## src/rtl/agc_pkg.sv

```systemverilog
// Shared widths, unity-gain and output-limit constants, plus clamp/saturate helpers
// for the AGC gain-apply datapath.
package agc_pkg;

    localparam int unsigned DWIDTH_DEF   = 16;
    localparam int unsigned OWIDTH_DEF   = 16;
    localparam int unsigned GINWIDTH_DEF = 48;
    localparam int unsigned GSHIFT_DEF   = 20;
    localparam int unsigned GBITS_DEF    = 18;
    localparam int unsigned GFRAC_DEF    = 12;
    localparam int unsigned MWIDTH_DEF   = 30;

    localparam int UNITY_GAIN = 1 << GFRAC_DEF;
    localparam int OUT_MAX    = (1 << (OWIDTH_DEF - 1)) - 1;
    localparam int OUT_MIN    = -OUT_MAX;

    // Limit a gain value to [0, 2^bits-1].
    function automatic logic signed [63:0] clamp_gain(input logic signed [63:0] x,
                                                      input int unsigned bits);
        logic signed [63:0] lim;
        lim = (64'sd1 <<< bits) - 64'sd1;
        if (x < 64'sd0) return 64'sd0;
        if (x > lim) return lim;
        return x;
    endfunction

    // Symmetric clip to +/-(2^(w-1)-1).
    function automatic logic signed [63:0] sat_sym(input logic signed [63:0] x,
                                                   input int unsigned w);
        logic signed [63:0] lim;
        lim = (64'sd1 <<< (w - 1)) - 64'sd1;
        if (x > lim) return lim;
        if (x < -lim) return -lim;
        return x;
    endfunction

    function automatic logic is_clip(input logic signed [63:0] x, input int unsigned w);
        logic signed [63:0] lim;
        lim = (64'sd1 <<< (w - 1)) - 64'sd1;
        return (x > lim) || (x < -lim);
    endfunction

endpackage

```

## src/rtl/agc_gain_apply_if.sv

```systemverilog
// Gain, sample and levelled-output signals of the AGC gain-apply stage.
// Sat_Count exists only when AGC_SAT_COUNT_EN is defined.
interface agc_gain_apply_if
    import agc_pkg::*;
#(
    parameter int unsigned DWIDTH   = DWIDTH_DEF,
    parameter int unsigned OWIDTH   = OWIDTH_DEF,
    parameter int unsigned GINWIDTH = GINWIDTH_DEF,
    parameter int unsigned MWIDTH   = MWIDTH_DEF
);
    logic signed [GINWIDTH-1:0] Gain_In;
    logic                       Gain_Valid;
    logic signed [DWIDTH-1:0]   Data_I;
    logic signed [DWIDTH-1:0]   Data_Q;
    logic                       Data_Valid;
    logic signed [OWIDTH-1:0]   Data_Out_I;
    logic signed [OWIDTH-1:0]   Data_Out_Q;
    logic                       Valid_out;
    logic                       Sat_Flag;
    logic [MWIDTH-1:0]          Mag_Out;
    logic                       Mag_Valid;
`ifdef AGC_SAT_COUNT_EN
    logic [15:0]                Sat_Count;
`endif

    modport master (
        output Gain_In, Gain_Valid, Data_I, Data_Q, Data_Valid,
        input  Data_Out_I, Data_Out_Q, Valid_out, Sat_Flag, Mag_Out, Mag_Valid
`ifdef AGC_SAT_COUNT_EN
        , input Sat_Count
`endif
    );

    modport slave (
        input  Gain_In, Gain_Valid, Data_I, Data_Q, Data_Valid,
        output Data_Out_I, Data_Out_Q, Valid_out, Sat_Flag, Mag_Out, Mag_Valid
`ifdef AGC_SAT_COUNT_EN
        , output Sat_Count
`endif
    );

endinterface

```

## src/rtl/agc_round_sat.sv

```systemverilog
// One channel of the output stage: round-half-up, drop GFRAC fraction bits, clip
// symmetrically to OWIDTH and flag the clip.
module agc_round_sat
    import agc_pkg::*;
#(
    parameter int unsigned PWIDTH = DWIDTH_DEF + GBITS_DEF + 1,
    parameter int unsigned OWIDTH = OWIDTH_DEF,
    parameter int unsigned GFRAC  = GFRAC_DEF
) (
    input  logic signed [PWIDTH-1:0] i_prod,
    output logic signed [OWIDTH-1:0] o_data,
    output logic                     o_sat
);

    logic signed [63:0] w_ext;
    logic signed [63:0] w_rnd;

    always_comb begin
        w_ext  = {{(64 - PWIDTH){i_prod[PWIDTH-1]}}, i_prod};
        w_rnd  = (w_ext + (64'sd1 <<< (GFRAC - 1))) >>> GFRAC;
        o_data = OWIDTH'(sat_sym(w_rnd, OWIDTH));
        o_sat  = is_clip(w_rnd, OWIDTH);
    end

endmodule

```

## src/rtl/agc_gain_apply.sv

```systemverilog
// AGC gain apply: clamps the accumulated gain word and scales the I/Q stream through a
// 3-stage pipeline, then forms |I|+|Q|. AGC_SAT_COUNT_EN adds a saturating clip counter.
module agc_gain_apply
    import agc_pkg::*;
#(
    parameter int unsigned DWIDTH   = DWIDTH_DEF,
    parameter int unsigned OWIDTH   = OWIDTH_DEF,
    parameter int unsigned GINWIDTH = GINWIDTH_DEF,
    parameter int unsigned GSHIFT   = GSHIFT_DEF,
    parameter int unsigned GBITS    = GBITS_DEF,
    parameter int unsigned GFRAC    = GFRAC_DEF,
    parameter int unsigned MWIDTH   = MWIDTH_DEF
) (
    input logic             clk,
    input logic             rst_n,
    agc_gain_apply_if.slave bus
);

    localparam int unsigned PWIDTH = DWIDTH + GBITS + 1;
    localparam logic [GBITS-1:0] UNITY = GBITS'(1) << GFRAC;

    logic signed [63:0]       w_gin64;
    logic signed [63:0]       w_g64;
    logic [GBITS-1:0]         r_gain;

    logic                     r_s1_vld;
    logic signed [DWIDTH-1:0] r_s1_i;
    logic signed [DWIDTH-1:0] r_s1_q;
    logic [GBITS-1:0]         r_s1_gain;

    logic signed [PWIDTH-1:0] w_i_ext;
    logic signed [PWIDTH-1:0] w_q_ext;
    logic signed [PWIDTH-1:0] w_g_ext;
    logic                     r_s2_vld;
    logic signed [PWIDTH-1:0] r_s2_pi;
    logic signed [PWIDTH-1:0] r_s2_pq;

    logic signed [OWIDTH-1:0] w_rs_i;
    logic signed [OWIDTH-1:0] w_rs_q;
    logic                     w_sat_i;
    logic                     w_sat_q;
    logic                     r_vld3;
    logic signed [OWIDTH-1:0] r_out_i;
    logic signed [OWIDTH-1:0] r_out_q;
    logic                     r_sat;

    logic [OWIDTH-1:0]        w_abs_i;
    logic [OWIDTH-1:0]        w_abs_q;
    logic [MWIDTH-1:0]        w_mag;
    logic                     r_mag_vld;
    logic [MWIDTH-1:0]        r_mag;

    assign w_gin64 = {{(64 - GINWIDTH){bus.Gain_In[GINWIDTH-1]}}, bus.Gain_In};
    assign w_g64   = w_gin64 >>> GSHIFT;

    always_ff @(posedge clk) begin
        if (!rst_n) begin
            r_gain <= UNITY;
        end else if (bus.Gain_Valid) begin
            r_gain <= GBITS'(clamp_gain(w_g64, GBITS));
        end
    end

    // S1 snapshots the pre-update gain, so a same-cycle gain load applies to the next sample.
    always_ff @(posedge clk) begin
        if (!rst_n) begin
            r_s1_vld  <= 1'b0;
            r_s1_i    <= '0;
            r_s1_q    <= '0;
            r_s1_gain <= UNITY;
        end else begin
            r_s1_vld  <= bus.Data_Valid;
            r_s1_i    <= bus.Data_I;
            r_s1_q    <= bus.Data_Q;
            r_s1_gain <= r_gain;
        end
    end

    assign w_i_ext = {{(PWIDTH - DWIDTH){r_s1_i[DWIDTH-1]}}, r_s1_i};
    assign w_q_ext = {{(PWIDTH - DWIDTH){r_s1_q[DWIDTH-1]}}, r_s1_q};
    assign w_g_ext = $signed(PWIDTH'(r_s1_gain));

    always_ff @(posedge clk) begin
        if (!rst_n) begin
            r_s2_vld <= 1'b0;
            r_s2_pi  <= '0;
            r_s2_pq  <= '0;
        end else begin
            r_s2_vld <= r_s1_vld;
            r_s2_pi  <= w_i_ext * w_g_ext;
            r_s2_pq  <= w_q_ext * w_g_ext;
        end
    end

    agc_round_sat #(
        .PWIDTH (PWIDTH),
        .OWIDTH (OWIDTH),
        .GFRAC  (GFRAC)
    ) u_round_sat_i (
        .i_prod (r_s2_pi),
        .o_data (w_rs_i),
        .o_sat  (w_sat_i)
    );

    agc_round_sat #(
        .PWIDTH (PWIDTH),
        .OWIDTH (OWIDTH),
        .GFRAC  (GFRAC)
    ) u_round_sat_q (
        .i_prod (r_s2_pq),
        .o_data (w_rs_q),
        .o_sat  (w_sat_q)
    );

    always_ff @(posedge clk) begin
        if (!rst_n) begin
            r_vld3  <= 1'b0;
            r_out_i <= '0;
            r_out_q <= '0;
            r_sat   <= 1'b0;
        end else begin
            r_vld3 <= r_s2_vld;
            if (r_s2_vld) begin
                r_out_i <= w_rs_i;
                r_out_q <= w_rs_q;
                r_sat   <= w_sat_i | w_sat_q;
            end
        end
    end

    // Outputs are clipped symmetrically, so negation never overflows.
    always_comb begin
        w_abs_i = r_out_i[OWIDTH-1] ? -r_out_i : r_out_i;
        w_abs_q = r_out_q[OWIDTH-1] ? -r_out_q : r_out_q;
        w_mag   = MWIDTH'(w_abs_i) + MWIDTH'(w_abs_q);
    end

    always_ff @(posedge clk) begin
        if (!rst_n) begin
            r_mag_vld <= 1'b0;
            r_mag     <= '0;
        end else begin
            r_mag_vld <= r_vld3;
            if (r_vld3) begin
                r_mag <= w_mag;
            end
        end
    end

`ifdef AGC_SAT_COUNT_EN
    logic [15:0] r_sat_cnt;

    always_ff @(posedge clk) begin
        if (!rst_n) begin
            r_sat_cnt <= '0;
        end else if (r_vld3 && r_sat && (r_sat_cnt != 16'hFFFF)) begin
            r_sat_cnt <= r_sat_cnt + 16'd1;
        end
    end

    assign bus.Sat_Count = r_sat_cnt;
`endif

    assign bus.Data_Out_I = r_out_i;
    assign bus.Data_Out_Q = r_out_q;
    assign bus.Valid_out  = r_vld3;
    assign bus.Sat_Flag   = r_sat;
    assign bus.Mag_Out    = r_mag;
    assign bus.Mag_Valid  = r_mag_vld;

endmodule

```

## src/flat_wrapper.sv

```systemverilog
// flat-port wrapper written by rule: the top's interface ports become plain ports
module agc_gain_apply_flat import agc_pkg::*;
#(
    parameter int unsigned DWIDTH   = DWIDTH_DEF,
    parameter int unsigned OWIDTH   = OWIDTH_DEF,
    parameter int unsigned GINWIDTH = GINWIDTH_DEF,
    parameter int unsigned GSHIFT   = GSHIFT_DEF,
    parameter int unsigned GBITS    = GBITS_DEF,
    parameter int unsigned GFRAC    = GFRAC_DEF,
    parameter int unsigned MWIDTH   = MWIDTH_DEF
)
  (clk, rst_n, bus_Gain_In, bus_Gain_Valid, bus_Data_I, bus_Data_Q, bus_Data_Valid, bus_Data_Out_I, bus_Data_Out_Q, bus_Valid_out, bus_Sat_Flag, bus_Mag_Out, bus_Mag_Valid);
  agc_gain_apply_if #(.DWIDTH(DWIDTH), .OWIDTH(OWIDTH), .GINWIDTH(GINWIDTH), .MWIDTH(MWIDTH)) bus_i ();
  input logic clk;
  input logic rst_n;
  input wire logic [$bits(bus_i.Gain_In)-1:0] bus_Gain_In;
  input wire logic [$bits(bus_i.Gain_Valid)-1:0] bus_Gain_Valid;
  input wire logic [$bits(bus_i.Data_I)-1:0] bus_Data_I;
  input wire logic [$bits(bus_i.Data_Q)-1:0] bus_Data_Q;
  input wire logic [$bits(bus_i.Data_Valid)-1:0] bus_Data_Valid;
  output wire logic [$bits(bus_i.Data_Out_I)-1:0] bus_Data_Out_I;
  output wire logic [$bits(bus_i.Data_Out_Q)-1:0] bus_Data_Out_Q;
  output wire logic [$bits(bus_i.Valid_out)-1:0] bus_Valid_out;
  output wire logic [$bits(bus_i.Sat_Flag)-1:0] bus_Sat_Flag;
  output wire logic [$bits(bus_i.Mag_Out)-1:0] bus_Mag_Out;
  output wire logic [$bits(bus_i.Mag_Valid)-1:0] bus_Mag_Valid;
  assign bus_i.Gain_In = bus_Gain_In;
  assign bus_i.Gain_Valid = bus_Gain_Valid;
  assign bus_i.Data_I = bus_Data_I;
  assign bus_i.Data_Q = bus_Data_Q;
  assign bus_i.Data_Valid = bus_Data_Valid;
  assign bus_Data_Out_I = bus_i.Data_Out_I;
  assign bus_Data_Out_Q = bus_i.Data_Out_Q;
  assign bus_Valid_out = bus_i.Valid_out;
  assign bus_Sat_Flag = bus_i.Sat_Flag;
  assign bus_Mag_Out = bus_i.Mag_Out;
  assign bus_Mag_Valid = bus_i.Mag_Valid;
  agc_gain_apply #(.DWIDTH(DWIDTH), .OWIDTH(OWIDTH), .GINWIDTH(GINWIDTH), .GSHIFT(GSHIFT), .GBITS(GBITS), .GFRAC(GFRAC), .MWIDTH(MWIDTH)) u_core (.clk(clk), .rst_n(rst_n), .bus(bus_i));
endmodule
```

## config.mk

```make
export PLATFORM = sky130hd
export DESIGN_NAME = agc_gain_apply_flat
export DESIGN_NICKNAME = d
export VERILOG_FILES = /design/src/rtl/agc_pkg.sv /design/src/rtl/agc_gain_apply_if.sv /design/src/rtl/agc_round_sat.sv /design/src/rtl/agc_gain_apply.sv /design/src/flat_wrapper.sv
export SDC_FILE = /design/constraint.sdc
export NUM_CORES = 2
export LEC_CHECK = 0
export ABC_AREA = 1
export CORE_UTILIZATION = 52
export CTS_CLUSTER_DIAMETER = 150
export CTS_CLUSTER_SIZE = 8
export DETAILED_ROUTE_END_ITERATION = 12
export HOLD_SLACK_MARGIN = 0.02
export PLACE_DENSITY = 0.7
export SLEW_MARGIN = 20
export SYNTH_ARGS = -nofsm -noshare
export SYNTH_HDL_FRONTEND = slang
export SYNTH_HIERARCHICAL = 1
export SYNTH_SLANG_ARGS = --single-unit
```

## constraint.sdc

```tcl
create_clock -name clk -period 6.46 [get_ports clk]
set_clock_uncertainty 0.2 [all_clocks]
set_input_delay 0.646 -clock clk [delete_from_list [all_inputs] [get_ports clk]]
set_output_delay 0.646 -clock clk [all_outputs]
set_load 0.1 [all_outputs]
```

==> run metrics <==
outcome=complete, no violations; Die Wd=244 um; startpoint type of the worst setup path=register; GRT Max-Usage Layer=met2; met2 Track Usage GR=48.3%; global-route wire length before repair=132000 um; CTS root buffer=clkbuf_16; final cycle utilization of the critical path=93.9%; GP Congestion=0.933; Max VDD drop=0.201 mV; pin slew with the least headroom to its limit=1.07 ns; share of layout cells above drive strength 1=4.65%; Final Max Slew Viols=0; # DRC=0; Final min period=6.07 ns; largest net degree at the start of global routing=83; Routed WL=77900 um; Rows=88; drt wl/cell=14.8 um; CTS tree=done; leak pwr=19.7 nW; Num Clock Sinks=170; maximum clock rate=165 MHz; area delta synth->final=8.52%; core area=57700 um2; Worst-path clk slew=0.08 ns; Clk Latency, worst-skew pair=0.49 ns; I/O pins=149; CTS Hold Bufs=0; die footprint=59500 um2; Setup CP Type=reg -> reg; Vias=25700; vias in the first global route=26200; end of the critical path=u_core/r_s2_pq[21]; Final Hold Viols=0; max cap viols=0; area of the multi-input gates=21700 um2; mapped cell area=30400 um2; slew margin rel.=28.4%; Detailed Route Iter0 Violations=1591; CP Launch Point=u_core/r_s1_q[6]; worst min path class=reg -> reg; endpoint required time on the critical path=6.65 ns; htree depth=4; Post-DRT Antenna Nets=0; power per cell area=128 nW/um2; Filler cells=5633; reg2reg path depth=20; Detailed Routing Iterations Pass 1=6; Initial Util=52.7%; dpl hpwl=63000 um; Max Root-Sink Buffers=2; met1 Use GR=35.8%; CTS Buf Count=17; Worst setup EP type=register; I/O Buffers=115; height of the die=244 um; post-synthesis cell count=4451; setup bufs post-CTS=0; drt via density=4.88; Worst Path Max Fanout=18; GRT Total Usage=27.9%; RSZ-0062 raised after global routing=false; worst r2r src=u_core/r_s1_q[6]; placed cell areas=32400 um2; # setup viols final=0; FF-to-FF End=u_core/r_s2_pq[21]; design area=33000 um2; initial antenna violation count=3; post-CTS sizing=0; Mapped Avg Cell Area=6.83 um2; total grt overflow=0; Setup TNS=0 ns; Finished Layout Cells=5261; CP arrival=6.25 ns; Final #Nets=5283; total area of sequential cells=3410 um2; Placed Cells incl. Taps=5228; Yosys Warn Count=6; met3 usage=3.65%; Reg2Reg Setup Slack=0.39 ns
## flip-flops by register name, indices dropped and copies added (netlist names)
| register | count |
|---|---|
| u_core/r_s2_pi | 24 |
| u_core/r_s2_pq | 24 |
| u_core/r_gain | 18 |
| u_core/r_s1_gain | 18 |
| u_core/bus.Mag_Out | 17 |
| u_core/bus.Data_Out_I | 16 |
| u_core/bus.Data_Out_Q | 16 |
| u_core/r_s1_i | 16 |
| u_core/r_s1_q | 16 |
| u_core/bus.Mag_Valid | 1 |
| u_core/bus.Sat_Flag | 1 |
| u_core/bus.Valid_out | 1 |
| u_core/r_s1_vld | 1 |
| u_core/r_s2_vld | 1 |
## report_power, final
part,switching (mW),internal [mW]
combinational,1.23,0.647
clock,0.513,0.558
sequential,0.141,1.14
total,1.88,2.35
## critical path, cell delays in order, from the launching register on
cell and delay (ns):
dfxtp_1 0.89, nand2_1 0.18, fa_1 0.56, inv_1 0.05, fa_1 0.49, fa_1 0.53
fa_1 0.44, fa_1 0.55, inv_1 0.05, fa_1 0.54, inv_1 0.06, ha_1 0.42
nand2_1 0.15, nor2_2 0.22, inv_2 0.05, nor2_1 0.14, nand4_1 0.12, nand3b_1 0.12
nand2_1 0.06, nand2_1 0.05, nor2_1 0.05
## stage by stage
stage / hold WS, ns / setup WS [ns] / power, mW / util (%)
after global routing: 0.259 / 0.0131 / 4.58 / 57.2
after floorplan: 0.190 / 0.920 / 2.62 / -
after CTS: 0.212 / 0.277 / 4.28 / 57.2
final: 0.212 / 0.393 / 4.23 / 57.2
after global placement: 0.193 / 0.399 / 3.17 / 56.2
after detailed placement: 0.195 / 0.302 / 3.18 / 56.2
## worst min path at each step
stage / startpoint / depth (start not counted) / endpoint
floorplan: u_core/r_s1_vld / 2 / u_core/r_s2_vld
global placement: u_core/r_s1_vld / 2 / u_core/r_s2_vld
detailed placement: u_core/r_s1_vld / 2 / u_core/r_s2_vld
CTS: u_core/r_s1_vld / 2 / u_core/r_s2_vld
global route: u_core/r_s1_vld / 2 / u_core/r_s2_vld
finish: u_core/r_s1_vld / 2 / u_core/r_s2_vld
## layout make-up
type,instances,share of cell area (%)
Tap cell,765,2.90
Clock buffer,19,1.34
Inverter,1241,14.1
Multi-Input combinational cell,2884,65.7
Sequential cell,170,10.3
Timing Repair Buffer,168,5.18
Antenna cell,1,0.00758
Clock inverter,13,0.451
## metal layers
metal	routed length, um	vias up
met5	13	-
met4	2070	2
met3	3670	119
met2	37900	557
met1	34300	12200
li1	-	12800
## cell usage in the layout, fill, tap and decap left out, drive strengths merged
| cell | n |
|---|---|
| buf | 54 |
| diode | 1 |
| nand4 | 17 |
| xnor2 | 17 |
| bufinv | 1 |
| o21a | 4 |
| o21bai | 11 |
| fa | 445 |
| nor2 | 322 |
| o211ai | 1 |
| inv | 1247 |
| o22ai | 17 |
| a21oi | 110 |
| or2 | 6 |
| nand3b | 15 |
| clkinvlp | 3 |
| a31oi | 1 |
| nand3 | 116 |
| xor2 | 27 |
| nor3 | 27 |
| and3 | 2 |
| clkinv | 3 |
| ha | 272 |
| o21ai | 80 |
| dfxtp | 170 |
| nand2 | 1366 |
| a21o | 3 |
| o31a | 1 |
| clkbuf | 19 |
| nor4 | 2 |
| clkdlybuf4s50 | 114 |
| conb | 13 |
| and2 | 9 |
No activity file was read; power rests on OpenSTA's default activity.
